===== src/rtl/mul_share_pkg.sv =====
// rtl/mul_share_pkg.sv - shared constants and state encoding for mul_share_ctrl
package mul_share_pkg;

  localparam int DEF_N_REQ = 4;
  localparam int DEF_WIDTH = 16;

  localparam logic [1:0] ST_IDLE  = 2'd0;
  localparam logic [1:0] ST_ISSUE = 2'd1;
  localparam logic [1:0] ST_RESP  = 2'd2;

endpackage


===== src/rtl/mul_share_ctrl_rr_arbiter.sv =====
// rtl/mul_share_ctrl_rr_arbiter.sv - rotate-priority pick of the first request at or after ptr
module rr_arbiter #(
  parameter int N_REQ = 4,
  parameter int IDX_W = 2
) (
  input  logic [N_REQ-1:0] req,
  input  logic [IDX_W-1:0] ptr,
  output logic [IDX_W-1:0] winner,
  output logic             any_req
);

  logic [2*N_REQ-1:0] dbl;
  logic [N_REQ-1:0]   rot;
  logic [IDX_W-1:0]   offset;
  logic [IDX_W:0]     sum;

  // Rotating the doubled vector puts ptr at bit 0 so the lowest set bit is the winner.
  assign dbl = {req, req} >> ptr;
  assign rot = dbl[N_REQ-1:0];

  always_comb begin
    offset = '0;
    for (int j = N_REQ - 1; j >= 0; j--) begin
      if (rot[j]) offset = IDX_W'(j);
    end
  end

  assign sum     = {1'b0, ptr} + {1'b0, offset};
  assign winner  = (sum >= (IDX_W+1)'(N_REQ)) ? IDX_W'(sum - (IDX_W+1)'(N_REQ)) : sum[IDX_W-1:0];
  assign any_req = |req;

endmodule


===== src/rtl/mul_share_ctrl.sv =====
// rtl/mul_share_ctrl.sv - round-robin sharing of one sequential multiplier among N_REQ requesters
// Optional watchdog on the ISSUE phase: MUL_SHARE_TIMEOUT_EN.
module mul_share_ctrl
  import mul_share_pkg::*;
#(
  parameter int N_REQ          = DEF_N_REQ,
  parameter int WIDTH          = DEF_WIDTH,
  parameter int TIMEOUT_CYCLES = 64
) (
  input  logic               clk,
  input  logic               rst,
  input  logic [N_REQ-1:0]       req,
  input  logic [N_REQ*WIDTH-1:0] req_a,
  input  logic [N_REQ*WIDTH-1:0] req_b,
  output logic [N_REQ-1:0]   gnt,
  output logic [N_REQ-1:0]   resp_valid,
  output logic [WIDTH-1:0]   resp_result,
  output logic               resp_overflow,
  output logic               resp_timeout,
  output logic               busy,
  output logic [WIDTH-1:0]   mul_a,
  output logic [WIDTH-1:0]   mul_b,
  output logic               mul_start,
  input  logic [WIDTH-1:0]   mul_result,
  input  logic               mul_overflow,
  input  logic               mul_finish
);

  localparam int IDX_W = (N_REQ > 1) ? $clog2(N_REQ) : 1;
  localparam logic [N_REQ-1:0] ONE_HOT0 = {{(N_REQ-1){1'b0}}, 1'b1};

  logic [1:0]       state;
  logic [IDX_W-1:0] rr_ptr;
  logic [IDX_W-1:0] win;
  logic [IDX_W-1:0] arb_win;
  logic             any_req;
  logic             first;

  rr_arbiter #(
    .N_REQ (N_REQ),
    .IDX_W (IDX_W)
  ) u_arb (
    .req     (req),
    .ptr     (rr_ptr),
    .winner  (arb_win),
    .any_req (any_req)
  );

  assign busy = (state != ST_IDLE);

`ifdef MUL_SHARE_TIMEOUT_EN
  localparam int TCNT_W = $clog2(TIMEOUT_CYCLES + 1);
  logic [TCNT_W-1:0] tcnt;
`else
  assign resp_timeout = 1'b0;
`endif

  always_ff @(posedge clk or negedge rst) begin
    if (!rst) begin
      state         <= ST_IDLE;
      rr_ptr        <= '0;
      win           <= '0;
      first         <= 1'b0;
      gnt           <= '0;
      resp_valid    <= '0;
      resp_result   <= '0;
      resp_overflow <= 1'b0;
      mul_a         <= '0;
      mul_b         <= '0;
      mul_start     <= 1'b0;
`ifdef MUL_SHARE_TIMEOUT_EN
      resp_timeout  <= 1'b0;
      tcnt          <= '0;
`endif
    end else begin
      case (state)
        ST_IDLE: begin
          if (any_req) begin
            win       <= arb_win;
            gnt       <= ONE_HOT0 << arb_win;
            mul_a     <= req_a[arb_win*WIDTH +: WIDTH];
            mul_b     <= req_b[arb_win*WIDTH +: WIDTH];
            mul_start <= 1'b1;
            first     <= 1'b1;
            state     <= ST_ISSUE;
`ifdef MUL_SHARE_TIMEOUT_EN
            tcnt      <= '0;
`endif
          end
        end
        ST_ISSUE: begin
          first <= 1'b0;
          // A finish seen in the first ISSUE cycle may be left over from the previous operation.
          if (mul_finish && !first) begin
            resp_result   <= mul_result;
            resp_overflow <= mul_overflow;
            resp_valid    <= ONE_HOT0 << win;
            mul_start     <= 1'b0;
            state         <= ST_RESP;
`ifdef MUL_SHARE_TIMEOUT_EN
            resp_timeout  <= 1'b0;
          end else if (tcnt == TCNT_W'(TIMEOUT_CYCLES - 1)) begin
            resp_result   <= '0;
            resp_overflow <= 1'b1;
            resp_timeout  <= 1'b1;
            resp_valid    <= ONE_HOT0 << win;
            mul_start     <= 1'b0;
            state         <= ST_RESP;
          end else begin
            tcnt <= tcnt + 1'b1;
`endif
          end
        end
        ST_RESP: begin
          resp_valid <= '0;
          gnt        <= '0;
          rr_ptr     <= (win == IDX_W'(N_REQ - 1)) ? '0 : win + 1'b1;
          state      <= ST_IDLE;
        end
        default: state <= ST_IDLE;
      endcase
    end
  end

endmodule


===== config.mk =====
export PLATFORM = sky130hd
export DESIGN_NAME = mul_share_ctrl
export DESIGN_NICKNAME = d
export VERILOG_FILES = /design/src/rtl/mul_share_pkg.sv /design/src/rtl/mul_share_ctrl_rr_arbiter.sv /design/src/rtl/mul_share_ctrl.sv
export SDC_FILE = /design/constraint.sdc
export NUM_CORES = 1
export LEC_CHECK = 0
export ABC_AREA = 1
export CORE_AREA = 8 8 88 90
export DETAILED_ROUTE_END_ITERATION = 6
export DIE_AREA = 0 0 96 98
export DONT_BUFFER_PORTS = 1
export GPL_TIMING_DRIVEN = 0
export PLACE_DENSITY = 0.75
export REMOVE_ABC_BUFFERS = 1
export SETUP_SLACK_MARGIN = 0.1
export SLEW_MARGIN = 20
export SYNTH_ARGS = -nofsm -noshare
export SYNTH_HDL_FRONTEND = slang
export SYNTH_SLANG_ARGS = --single-unit

===== constraint.sdc =====
create_clock -name clk -period 2.83 [get_ports clk]
set_input_delay 0.566 -clock clk [delete_from_list [all_inputs] [get_ports clk]]
set_output_delay 0.566 -clock clk [all_outputs]
set_load 0.1 [all_outputs]

==> flow_summary.json <==
{
  "yosys.cell_types.count": 28,
  "startpoint_type": "register",
  "coreArea_sq_um": 6490,
  "die-width_microns": 96,
  "final_layout_size_suffix_gt1_frac": 0.182,
  "r2r-start": "rr_ptr[0]$_DFFE_PN0P_",
  "antenna_left": 0,
  "timing.final.hold_violations": 0,
  "cts_root_buffer": "clkbuf_8",
  "dr.pass1.iters": 4,
  "dieArea_sq_um": 9410,
  "num-fill-cells": 567,
  "gp_congestion": 0.816,
  "die_y_microns": 98,
  "cp.buffers_inverters": 3,
  "vias_per_cell": 6.00,
  "yosys.area.top_type": "dfrtp_1",
  "track_usage": 0.231,
  "post-route-drc-count": 0,
  "first_iter_violations": 77,
  "area_delta_synth_final_pct": 7.21,
  "status": "complete, no violations",
  "ys.flop_type": "dfrtp_1",
  "fin_skew_ns": 0.0129,
  "grt_pass1_wl_mm": 17.0,
  "avgRoutedWirePerCell_microns": 20.8,
  "postSynthCellCount": 460,
  "critical_path.top_delay_family": "simple AND/OR/NAND/NOR gates",
  "antenna_found_initial": 0,
  "slew_violations": 0,
  "synthMostInstantiatedCell": "nand2_1",
  "cts_tree": "yes",
  "ys_seq_area_frac": 0.411,
  "setup_viol": 0,
  "setup-tns-final_ns": 0,
  "synth_edf_count": 0,
  "layout_min_cycle_time_ns": 2.62,
  "cts_buffers": 9,
  "grt_pass1_vias": 3328,
  "crit_required_ns": 3.04,
  "fin_crit_sh": 0.926,
  "cp_common_cell": "nand3_1",
  "grt_max_degree": 66,
  "crit_chain": "inv_2 > nand2_1 > nand3_1 > nand2_2 > nand3_1 > a21boi_1 > ha_4 > xor2_2 > inv_2 > nand3_4 > buf_12 > nand3_1 > nand3_2 > nand2_1",
  "cts_sinks": 65,
  "fmax_mhz": 382,
  "netlist.area_leader.share": 0.411,
  "yosys_warnings": 0,
  "overflow": 0,
  "place.detailed.hpwl_mm": 7.77,
  "vias": 3218,
  "postSynth.asyncResetShare": 1.00,
  "port_buffers": 0,
  "startpoint": "rr_ptr[0]$_DFFE_PN0P_",
  "clk_path_buf_depth": 2,
  "io_pins": 212,
  "min_path_type": "in -> async",
  "worstSetupPathType": "reg -> reg",
  "critical-path-max-stage-delay_ns": 0.52,
  "rows": 30,
  "synth_area_sq_um": 3960,
  "synth_common_cells": "nand2_1, nand3_1, dfrtp_1, mux2i_1, nand2_2",
  "slew_headroom": 0.367,
  "start_util": 0.609,
  "cp.arrival_ns": 2.83,
  "nets": 608,
  "synth_area_leaders": "dfrtp_1, mux2i_1, nand2_1",
  "path_max_fanout": 9,
  "drt-total-wl_mm": 11.1,
  "htree_levels": 3,
  "crit_path_top_delay_cell": "dfrtp_1",
  "clk_pin_slew_ns": 0.08,
  "rsz0062_at_grt": "no",
  "tightest_slew_ns": 0.950,
  "clk_latency_ns": 0.33,
  "cp-end-kind": "register",
  "maxCapViolCount": 0,
  "postSynthAreaPerCell_sq_um": 8.60,
  "antennaDiodeCount": 0,
  "ys_ff_latch": 65
}
==> cell families after synthesis <==
| logic type | Yosys count | synth area share |
|---|---|---|
| other cells | 1 | 0.000948 |
| flops | 65 | 0.411 |
| simple gates | 271 | 0.331 |
| fa+ha+maj | 5 | 0.0158 |
| compound gates | 11 | 0.0158 |
| mux | 64 | 0.162 |
| xor+xnor | 1 | 0.00411 |
| buf+inv | 42 | 0.0592 |
==> cells in the final DEF (no fill, tap or decap), types with 3 or more instances in the layout <==
| master | synthesis | final |
|---|---|---|
| inv_2 | 4 | 4 |
| buf_4 | 5 | 4 |
| nand2_8 | 1 | 3 |
| mux2i_1 | 64 | 64 |
| nand2_1 | 146 | 145 |
| inv_1 | 6 | 6 |
| nor2_1 | 6 | 6 |
| o21ai_1 | 5 | 5 |
| ha_1 | 5 | 4 |
| nand3_2 | 10 | 10 |
| nand3_1 | 71 | 71 |
| dfrtp_1 | 65 | 65 |
| clkbuf_8 | 0 | 11 |
| nand2_2 | 31 | 32 |
| nand2_4 | 4 | 3 |
| clkinv_2 | 0 | 4 |
==> layer usage <==
layer  track usage  wire length, microns  share of wire  up-vias
met5             0                     0              0        -
met4        0.0698                   133          0.012        0
met3        0.0867                  1300           0.12       10
met2         0.396                  5650           0.51      180
met1         0.253                  4050           0.36     1534
li1              -                     -              -     1494
==> metrics by stage <==
stage	std cells	util	cell area (sq um)	hold WS, ns	worst slack (ns)
6_report	536	0.653	4240	0.0962	0.209
3_3_place_gp	510	0.596	3870	0.272	-1.39
2_1_floorplan	430	-	3770	0.270	-0.907
5_1_grt	536	0.653	4240	0.101	0.102
4_1_cts	532	0.647	4200	0.102	0.136
3_5_place_dp	511	0.603	3920	0.272	-0.0361
==> final timing paths <==
| kind | endpoint | slack, ns | cells past startpoint |
|---|---|---|---|
| max in group asynchronous | mul_a[12]$_DFFE_PN0P_ | 2.45 | 1 |
| setup reg to reg | mul_a[9]$_DFFE_PN0P_ | 0.21 | 14 |
| setup / recovery | mul_a[9]$_DFFE_PN0P_ | 0.21 | 14 |
| hold / removal | state[0]$_DFFE_PN0P_ | 0.1 | 1 |
| hold reg to reg | first$_DFFE_PN0P_ | 0.51 | 2 |
| min in group clk | resp_result[6]$_DFFE_PN0P_ | 0.34 | 2 |
==> state kept, by name (all words and copies together), names as in the netlist <==
name	count
gnt	4
first	1
resp_result	16
mul_a	16
resp_overflow	1
rr_ptr	2
mul_b	16
mul_start	1
resp_valid	4
win	2
state	2
==> worst register-to-register path, cell delays in order, from the launching register on <==
cell and delay, ns:
dfrtp_1 0.52, inv_2 0.11, nand2_1 0.09, nand3_1 0.08
nand2_2 0.12, nand3_1 0.07, a21boi_1 0.24, ha_4 0.19
xor2_2 0.31, inv_2 0.14, nand3_4 0.19, buf_12 0.17
nand3_1 0.09, nand3_2 0.10, nand2_1 0.09
==> repair_timing <==
item | 4_1_cts | 5_1_grt
setup buffers | 2 | 4
cloned | 2 | 0
hold buffers | 1 | 0
pin swaps | 2 | 1
resized for setup | 2 | 2
endpoints found under the setup margin | 37 | 33
hold endpoints to repair | 65 | 0
==> area by class of cell <==
class / count / area, sq um / share of cell area
Clock buffer: 11 / 151 / 0.0357
Clock inverter: 5 / 30.0 / 0.00708
Timing Repair Buffer: 8 / 125 / 0.0295
Tap cell: 80 / 100 / 0.0236
Sequential cell: 65 / 1630 / 0.384
Inverter: 12 / 51.3 / 0.0121
Multi-Input combinational cell: 355 / 2160 / 0.508
Power is not shown: default switching activity piles up to over one toggle a cycle in this logic, so the estimate is an artifact.
